`config.mk`:
```
export PLATFORM = sky130hd
export DESIGN_NAME = ws2812_serializer
export DESIGN_NICKNAME = d
export VERILOG_FILES = /design/src/rtl/ws2812_serializer.sv
export SDC_FILE = /design/constraint.sdc
export NUM_CORES = 2
export LEC_CHECK = 0
export BUFFER_PORTS_ARGS = -buffer_cell sky130_fd_sc_hd__buf_2
export CAP_MARGIN = 40
export CELL_PAD_IN_SITES_DETAIL_PLACEMENT = 1
export CELL_PAD_IN_SITES_GLOBAL_PLACEMENT = 1
export CORE_AREA = 10 10 591 593
export CTS_CLUSTER_SIZE = 12
export DETAILED_ROUTE_END_ITERATION = 8
export DIE_AREA = 0 0 601 603
export PLACE_DENSITY_LB_ADDON = 0.1
export SYNTH_ARGS = -nofsm -noshare
export SYNTH_HDL_FRONTEND = slang
export SYNTH_SLANG_ARGS = --single-unit
```
`constraint.sdc`:
```
create_clock -name clk -period 8.2 [get_ports clk]
set_clock_uncertainty 0.2 [all_clocks]
set_input_delay 1.64 -clock clk [delete_from_list [all_inputs] [get_ports clk]]
set_output_delay 1.64 -clock clk [all_outputs]
set_load 0.03 [all_outputs]
```
`src/rtl/ws2812_serializer.sv`:
```
// ws2812_serializer: streams a frame of NUM_LEDS 24-bit words onto a single
// WS2812 data line. LED 0 goes out first, each word MSB first, and each bit
// is a fixed-length period whose high time encodes the bit value. A low
// latch interval follows every frame.
//
// Build option: define WS2812_AUTO_REFRESH_EN to re-capture bits and resend
// the frame continuously after every latch interval without needing start.
module ws2812_serializer #(
    parameter int NUM_LEDS     = 64,
    parameter int SYS_FREQ_MHZ = 100,
    parameter int PERIOD_NS    = 1250,
    parameter int T1H_NS       = 900,
    parameter int T0H_NS       = 350,
    parameter int LATCH_US     = 60
) (
    input  logic                   clk,
    input  logic                   reset,
    input  logic [NUM_LEDS*24-1:0] bits,
    input  logic                   start,
    output logic                   busy,
    output logic                   done,
    output logic                   signal
);

    // Timing expressed in clk cycles
    localparam int PERIOD_CYC = PERIOD_NS * SYS_FREQ_MHZ / 1000;
    localparam int T1H_CYC    = T1H_NS * SYS_FREQ_MHZ / 1000;
    localparam int T0H_CYC    = T0H_NS * SYS_FREQ_MHZ / 1000;
    localparam int LATCH_CYC  = LATCH_US * SYS_FREQ_MHZ;
    localparam int TOTAL_BITS = NUM_LEDS * 24;

    // One counter serves both the bit period and the latch interval
    localparam int CNT_MAX = ((PERIOD_CYC > LATCH_CYC) ? PERIOD_CYC : LATCH_CYC) - 1;
    localparam int CNT_W   = $clog2(CNT_MAX) + 1;
    localparam int IDX_MAX = TOTAL_BITS - 1;
    localparam int IDX_W   = $clog2(IDX_MAX) + 1;

    localparam logic [CNT_W-1:0] PERIOD_LAST = CNT_W'(PERIOD_CYC - 1);
    localparam logic [CNT_W-1:0] T1H_LAST    = CNT_W'(T1H_CYC - 1);
    localparam logic [CNT_W-1:0] T0H_LAST    = CNT_W'(T0H_CYC - 1);
    localparam logic [CNT_W-1:0] LATCH_LAST  = CNT_W'(LATCH_CYC - 1);
    localparam logic [IDX_W-1:0] IDX_LAST    = IDX_W'(IDX_MAX);
    localparam logic [4:0]       SEL_MSB     = 5'd23;

    typedef enum logic [1:0] {
        IDLE,
        HIGH,
        LOW,
        LATCH
    } state_t;

    state_t                  state;
    state_t                  state_next;
    logic [CNT_W-1:0]        cnt;
    logic [CNT_W-1:0]        cnt_next;
    logic [IDX_W-1:0]        bit_idx;
    logic [IDX_W-1:0]        idx_next;
    logic [4:0]              bit_sel;
    logic [4:0]              sel_next;
    logic [TOTAL_BITS-1:0]   frame_q;
    logic [TOTAL_BITS-1:0]   frame_next;
    logic                    signal_next;
    logic                    busy_next;
    logic                    done_next;
    logic [23:0]             led_word;
    logic                    cur_bit;
    logic [CNT_W-1:0]        high_last;

    // The frame register is shifted down one word per LED, so the LED in
    // flight always sits in the low 24 bits and bit_sel walks 23 down to 0.
    assign led_word  = frame_q[23:0];
    assign cur_bit   = led_word[bit_sel];
    assign high_last = cur_bit ? T1H_LAST : T0H_LAST;

    // State register
    always_ff @(posedge clk or negedge reset) begin
        if (!reset) begin
            state <= IDLE;
        end else begin
            state <= state_next;
        end
    end

    // Next-state, counter, bit pointer and frame capture decisions
    always_comb begin
        state_next = state;
        cnt_next   = cnt;
        idx_next   = bit_idx;
        sel_next   = bit_sel;
        frame_next = frame_q;

        case (state)
            IDLE: begin
                if (start) begin
                    state_next = HIGH;
                    cnt_next   = '0;
                    idx_next   = '0;
                    sel_next   = SEL_MSB;
                    frame_next = bits;
                end
            end

            HIGH: begin
                cnt_next = cnt + 1'b1;
                if (cnt == high_last) begin
                    state_next = LOW;
                end
            end

            LOW: begin
                if (cnt == PERIOD_LAST) begin
                    cnt_next = '0;
                    if (bit_idx == IDX_LAST) begin
                        state_next = LATCH;
                    end else begin
                        state_next = HIGH;
                        idx_next   = bit_idx + 1'b1;
                        if (bit_sel == 5'd0) begin
                            sel_next   = SEL_MSB;
                            frame_next = frame_q >> 24;
                        end else begin
                            sel_next = bit_sel - 1'b1;
                        end
                    end
                end else begin
                    cnt_next = cnt + 1'b1;
                end
            end

            LATCH: begin
                if (cnt == LATCH_LAST) begin
                    cnt_next = '0;
`ifdef WS2812_AUTO_REFRESH_EN
                    state_next = HIGH;
                    idx_next   = '0;
                    sel_next   = SEL_MSB;
                    frame_next = bits;
`else
                    state_next = IDLE;
`endif
                end else begin
                    cnt_next = cnt + 1'b1;
                end
            end

            default: begin
                state_next = IDLE;
                cnt_next   = '0;
                idx_next   = '0;
                sel_next   = SEL_MSB;
            end
        endcase
    end

    // Outputs are computed from the next state so they come straight off
    // flops and the data line cannot glitch on state decoding.
    always_comb begin
        signal_next = (state_next == HIGH);
        busy_next   = (state_next != IDLE);
        done_next   = (state_next == LATCH) && (cnt_next == LATCH_LAST);
    end

    // Datapath and registered outputs
    always_ff @(posedge clk or negedge reset) begin
        if (!reset) begin
            cnt     <= '0;
            bit_idx <= '0;
            bit_sel <= '0;
            frame_q <= '0;
            signal  <= 1'b0;
            busy    <= 1'b0;
            done    <= 1'b0;
        end else begin
            cnt     <= cnt_next;
            bit_idx <= idx_next;
            bit_sel <= sel_next;
            frame_q <= frame_next;
            signal  <= signal_next;
            busy    <= busy_next;
            done    <= done_next;
        end
    end

endmodule
```
# --- After elaboration in Yosys (flattened, before gate mapping) ---
# Index checks and enable logic that the tools add are counted.
word_totals:
  regBits: 1572
  output_inout_bits: 3
op_classes:
  n_addsub: 3
  n_lt_le_gt_ge: 1
  n_eq_ne: 14
  muxes: 27
  n_reduce_logical: 7
op_table:
  columns: ["cell", "n"]
  rows:
  - ["1536-bit 2-to-1 mux", 4]
  - ["1536-bit case mux with 2 select lines", 1]
  - ["14-bit case mux with 4 select lines", 1]
  - ["14-bit 2-to-1 mux", 3]
  - ["12-bit 2-to-1 mux", 3]
  - ["14-bit by 13-bit == test with 1-bit output (second input constant)", 2]
  - ["12-bit case mux with 2 select lines", 1]
  - ["5-bit 2-to-1 mux", 4]
  - ["14-bit by 1-bit adder with 14-bit output (second input constant)", 1]
  - ["14-bit by 7-bit == test with 1-bit output", 1]
  - ["14-bit by 7-bit == test with 1-bit output (second input constant)", 1]
  - ["12-bit by 1-bit adder with 12-bit output (second input constant)", 1]
  - ["12-bit by 11-bit == test with 1-bit output (second input constant)", 1]
  - ["2-bit 2-to-1 mux", 5]
  - ["5-bit case mux with 2 select lines", 1]
  - ["2-bit != test (second input constant)", 4]
  - ["2-bit case mux with 4 select lines", 1]
  - ["7-bit 2-to-1 mux", 1]
  - ["2-bit == test (second input constant)", 3]
  - ["5-bit by 6-bit less-than comparator with 1-bit output (second input constant)", 1]
  - ["1-bit binary-select mux with 5-bit select", 1]
  - ["5-bit zero test", 1]
  - ["5-bit AND reduction", 1]
  - ["5-bit by 1-bit subtractor with 5-bit output (second input constant)", 1]
  - ["6 further kinds", 8]

# --- Longest topological paths before layout ---
depth:
  word_depth: 8
  depth_mapped: 12
  ltp_nobuf: 9

# --- Least setup slack after synthesis ---
# No wires, ideal clock.
synth_path:
  kind: "input port to flip-flop"
  from: "input start"
  to: "register frame_q[1517]"
  setup_ns: 0.066
  t_arrival_ns: 2.893
  slack_ns: 5.040
  cell_stages: 5
  n_path_buf: 2
  path_cell_list: "nor3_1 > clkbuf_1 > a2111o_1 > clkbuf_1 > a22o_1"
synth_via:
  elab_chain_cells: 2
synth_lines:
  columns: ["item", "line_no", "rtl"]
  rows:
  - ["start, declared", "19", "input logic start,"]
  - ["2-bit != test (no source line)", null, null]
  - ["5-bit AND reduction (no source line)", null, null]
  - ["end signal, assigned", "177", "frame_q <= frame_next;"]
  - ["end, declared", "60", "logic [TOTAL_BITS-1:0] frame_q;"]
# Every way passes these cells.
# A chain may end at the register's enable or synchronous reset.

# --- Worst setup path in the final report ---
layout_path:
  from: "register state[0]"
  to: "register frame_q[1042]"
layout_via:
  elab_chain_cells: 3
  word_cells_on_any_way: 9
layout_lines:
  columns: ["item", "line_no", "rtl"]
  rows:
  - ["start, declared", "52", "state_t state;"]
  - ["start signal, assigned", "80", "state <= state_next;"]
  - ["2-bit == test / 2-bit zero test (equally long branches)", "92", "case (state)"]
  - ["2-bit != test (no source line) / 2-bit nonzero test (equally long branches)", null, null]
  - ["5-bit AND reduction (no source line)", null, null]
# Parallel ways exist; a longest one is shown, timed or not.

==> summary.txt <==
Drt
  • Via Count: 67,000
  • Routed length per placed instance: 25.3 µm
  • Remaining number of nets flagged by the antenna check after routing: 0
  • Total DRC errors in the routed layout: 0
  • DRC violation total after the first TritonRoute iteration: 4,468
  • Vias per Instance: 4.62
  • WL final: 367 mm
  • Number of search-and-repair iterations in the first detailed-routing pass: 6

STA
  • Achievable clock frequency: 0.207 GHz
  • Measured slew at the worst slew-check pin: 1.06 ns
  • Final setup violation count: 0
  • Count of pins over their slew limit: 0
  • Final cycle utilization of the critical path: 0.590
  • Final number of hold-violating endpoints: 0
  • Post-route setup TNS: 0 ns
  • RSZ-0062 raised after global routing: no
  • Post-layout min period: 4.84 ns
  • Worst slew margin: 0.292
  • PnR worst setup slack: 3.36 ns

Global routing
  • Number of global-route vias before repair: 71,000
  • GRT Resource Usage Total: 0.193
  • Wire length of the first global-routing pass: 523 mm
  • Pin count of the biggest net entering global routing: 214
  • Remaining global-route overflow: 0
  • Antenna violations before repair: 348

Clock tree
  • Number of instances resized during post-cts repair: 0
  • Clock latency reported for the late side of the worst-skew pair: 0.87 ns
  • Post-CTS Hold Buffers: 0
  • Post CTS Setup Buffer Count: 0
  • Clock input transition at the sequential cells of the worst setup and hold paths: 0.06 ns
  • Clock net sink count: 1,572
  • H-Tree Level Count: 4
  • Maximum clock path buffer count: 4
  • TritonCTS buffer count: 207
  • TritonCTS clock tree: built
  • CTS Root Buffer Type: sky130_fd_sc_hd__clkbuf_16

Die
  • Total die area: 362,000 µm²
  • Core Area: 338,000 µm²
  • I/O pin count: 1,542
  • Die extent in y: 603 µm
  • Starting density of the core: 0.209
  • Core Rows: 214
  • Width of the chip: 601 µm

Yosys
  • Most numerous cell types in the synthesized netlist: sky130_fd_sc_hd__nand2_1, sky130_fd_sc_hd__dfrtp_1, sky130_fd_sc_hd__nor2_1
  • Most common cell in the synthesized netlist: sky130_fd_sc_hd__nand2_1
  • Synth Warn #: 0
  • Async set-reset flop share out of synthesis: 1.00
  • Total nets after synthesis: 10,100
  • EDFF count, synth: 0
  • Share of synthesized area occupied by flip-flops and latches: 0.556
  • #FFs+latches synth: 1,572
  • Cell area after technology mapping: 70,800 µm²
  • Dominant cells by area after synthesis: sky130_fd_sc_hd__dfrtp_1, sky130_fd_sc_hd__nand2_1, sky130_fd_sc_hd__a31oi_1
  • Average instance area after synthesis: 8.27 µm²
  • Number of unique standard cell types used by synthesis: 55
  • Number of cells produced by synthesis: 8,560
  • Post-synth top area share: 0.556
  • Leading register cell type out of synthesis: sky130_fd_sc_hd__dfrtp_1
  • Post-synthesis cell type with the largest combined area: sky130_fd_sc_hd__dfrtp_1

Placed design
  • Pre-CTS setup slack: 3.19 ns
  • Port bufs: 1,541
  • Gp weighted congestion: 0.850
  • Estimated wirelength of the detail-placed design: 276 mm

Critical path
  • Critical path arrival: 5.41 ns
  • Worst-case reg-to-reg path depth: 10
  • Critical path capture point type: flip-flop
  • Buffers & Inverters on Critical Path: 4
  • Reg2reg end: frame_q[1042]
  • CP required: 8.77 ns
  • Critical path peak fanout: 146
  • Critical setup path kind: flip-flop to flip-flop
  • Maximum single-stage delay on the critical path: 0.67 ns
  • Element type at the critical path start: flip-flop
  • Cell family with most CP delay: buffers and inverters
  • Beginning of the worst register-to-register path: state[0]
  • Crit path cell chain: nand2b_4, a41oi_2, or2_4, a2111oi_4, buf_4, buf_12, buf_4, buf_12, nor2_1, a31oi_1
  • R2r setup slk: 3.36 ns
  • CP max-delay cell: sky130_fd_sc_hd__buf_4

Layout
  • Ratio of cells with drive above 1 in the final layout: 0.200
  • Area growth from synthesis to final layout: 26.0%
  • Nets@finish: 11,200

Power and ir drop
  • Peak supply drop: 0.192 mV
  • Power density over the cells: 353 nW/µm²
  • Lkg Pwr: 39.2 nW

Hold path
  • Min-Delay Endpoint: frame_q[639]
  • Type of the worst min-delay path: flip-flop to flip-flop
  • Hold Path Depth: 2
  • Beginning of the worst hold path: frame_q[663]

Run status
  • Run status: finished, final reports clean

Run
  • Max-cap violation count: 0
sequential cells by signal, indices dropped and copies added, names as in the netlist:
name,cells
done,1
signal,1
bit_idx,12
busy,1
state,2
frame_q,1536
cnt,14
bit_sel,5
tightest hold or removal path: cells and delay by family (launching register included):
family | cells | cell delay [ns]
DFF | 1 | 0.37
AOI/OAI and AO/OA | 1 | 0.07
and+or+nand+nor | 1 | 0.06
layout make-up:
class / instances / area [µm²]
diodes: 93 / 233
clock buffers: 320 / 6310
clock inverters: 53 / 522
fillers: 40400 / 249000
inverters: 11 / 41.3
multi-input cells: 6280 / 28100
flip-flops and latches: 1572 / 39300
well taps: 4536 / 5680
repair buffers: 1633 / 9000
through the flow:
stage / hold WS (ns) / power (mW) / area [µm²] / std cells / utilization
after detailed placement: 0.292 / 22.5 / 82100 / 14000 / 0.243
final: 0.303 / 31.5 / 89200 / 14500 / 0.264
after global routing: 0.319 / 34.0 / 89100 / 14500 / 0.264
after floorplan: 0.266 / 19.5 / 70800 / 8560 / -
after CTS: 0.305 / 32.1 / 89000 / 14400 / 0.263
after global placement: 0.280 / 22.1 / 81900 / 14000 / 0.242
how the worst max path moves through the flow:
stage / from / to / slack [ns] / cells past startpoint
2_1_floorplan: start / frame_q[1517] / 5.04 / 5
3_3_place_gp: start / frame_q[948] / 3.13 / 8
3_5_place_dp: start / frame_q[1042] / 3.19 / 9
4_1_cts: state[0] / frame_q[1042] / 3.34 / 10
5_1_grt: state[0] / frame_q[950] / 2.92 / 10
6_report: state[0] / frame_q[1042] / 3.36 / 10
report_power, final:
| group | internal, mW | switching (mW) | total (mW) | leakage, nW |
|---|---|---|---|---|
| logic | 3.27 | 4.81 | 8.08 | 18.5 |
| clock network | 5.49 | 3.83 | 9.32 | 3.39 |
| registers | 11.6 | 2.52 | 14.1 | 17.3 |
cell families after synthesis:
| kind of cell | count (synthesis) | synth area share |
|---|---|---|
| adders and majority gates | 4 | 0.000707 |
| AOI/OAI and AO/OA | 1590 | 0.142 |
| xor gates and xnor gates | 17 | 0.00210 |
| DFF | 1572 | 0.556 |
| muxes | 9 | 0.00203 |
| buffers and inverters | 708 | 0.0477 |
| and+or+nand+nor | 4660 | 0.250 |
per-layer routing:
metal  global-route usage  wire length, µm
met1                0.229           147000
met2                0.347           187000
met3               0.0396            18700
met4               0.0656            13100
met5                    0              513
cells in the final DEF (no fill, tap or decap), types with 3 or more instances in the layout:
cell type | netlist | layout
sky130_fd_sc_hd__clkbuf_8 | 0 | 58
sky130_fd_sc_hd__a31oi_1 | 1516 | 1516
sky130_fd_sc_hd__nor3_1 | 12 | 12
sky130_fd_sc_hd__clkinvlp_4 | 0 | 3
sky130_fd_sc_hd__nand2b_1 | 8 | 7
sky130_fd_sc_hd__a22o_1 | 24 | 24
sky130_fd_sc_hd__buf_4 | 62 | 51
sky130_fd_sc_hd__dfrtp_1 | 1572 | 1572
sky130_fd_sc_hd__a211oi_1 | 3 | 3
sky130_fd_sc_hd__or3_1 | 5 | 5
sky130_fd_sc_hd__diode_2 | 0 | 93
sky130_fd_sc_hd__clkbuf_16 | 0 | 213
sky130_fd_sc_hd__xor2_1 | 6 | 6
sky130_fd_sc_hd__o22ai_1 | 4 | 4
sky130_fd_sc_hd__nand2_1 | 3054 | 3054
sky130_fd_sc_hd__inv_1 | 11 | 11
sky130_fd_sc_hd__xnor2_1 | 11 | 11
sky130_fd_sc_hd__buf_16 | 0 | 9
sky130_fd_sc_hd__mux2_2 | 3 | 3
sky130_fd_sc_hd__nand3_1 | 17 | 17
sky130_fd_sc_hd__o21ai_0 | 17 | 17
sky130_fd_sc_hd__buf_2 | 256 | 1540
sky130_fd_sc_hd__mux4_2 | 4 | 4
sky130_fd_sc_hd__buf_12 | 0 | 33
sky130_fd_sc_hd__bufinv_16 | 0 | 7
sky130_fd_sc_hd__clkinv_2 | 0 | 37
sky130_fd_sc_hd__a21oi_1 | 7 | 7
sky130_fd_sc_hd__nor2_1 | 1531 | 1531
sky130_fd_sc_hd__nor4_1 | 5 | 5
sky130_fd_sc_hd__o31ai_1 | 3 | 3
sky130_fd_sc_hd__nand4_1 | 6 | 6
sky130_fd_sc_hd__ha_1 | 4 | 4
sky130_fd_sc_hd__and3_1 | 8 | 8
sky130_fd_sc_hd__clkbuf_1 | 354 | 49
Note: power is estimated with default switching activity, not from simulation.
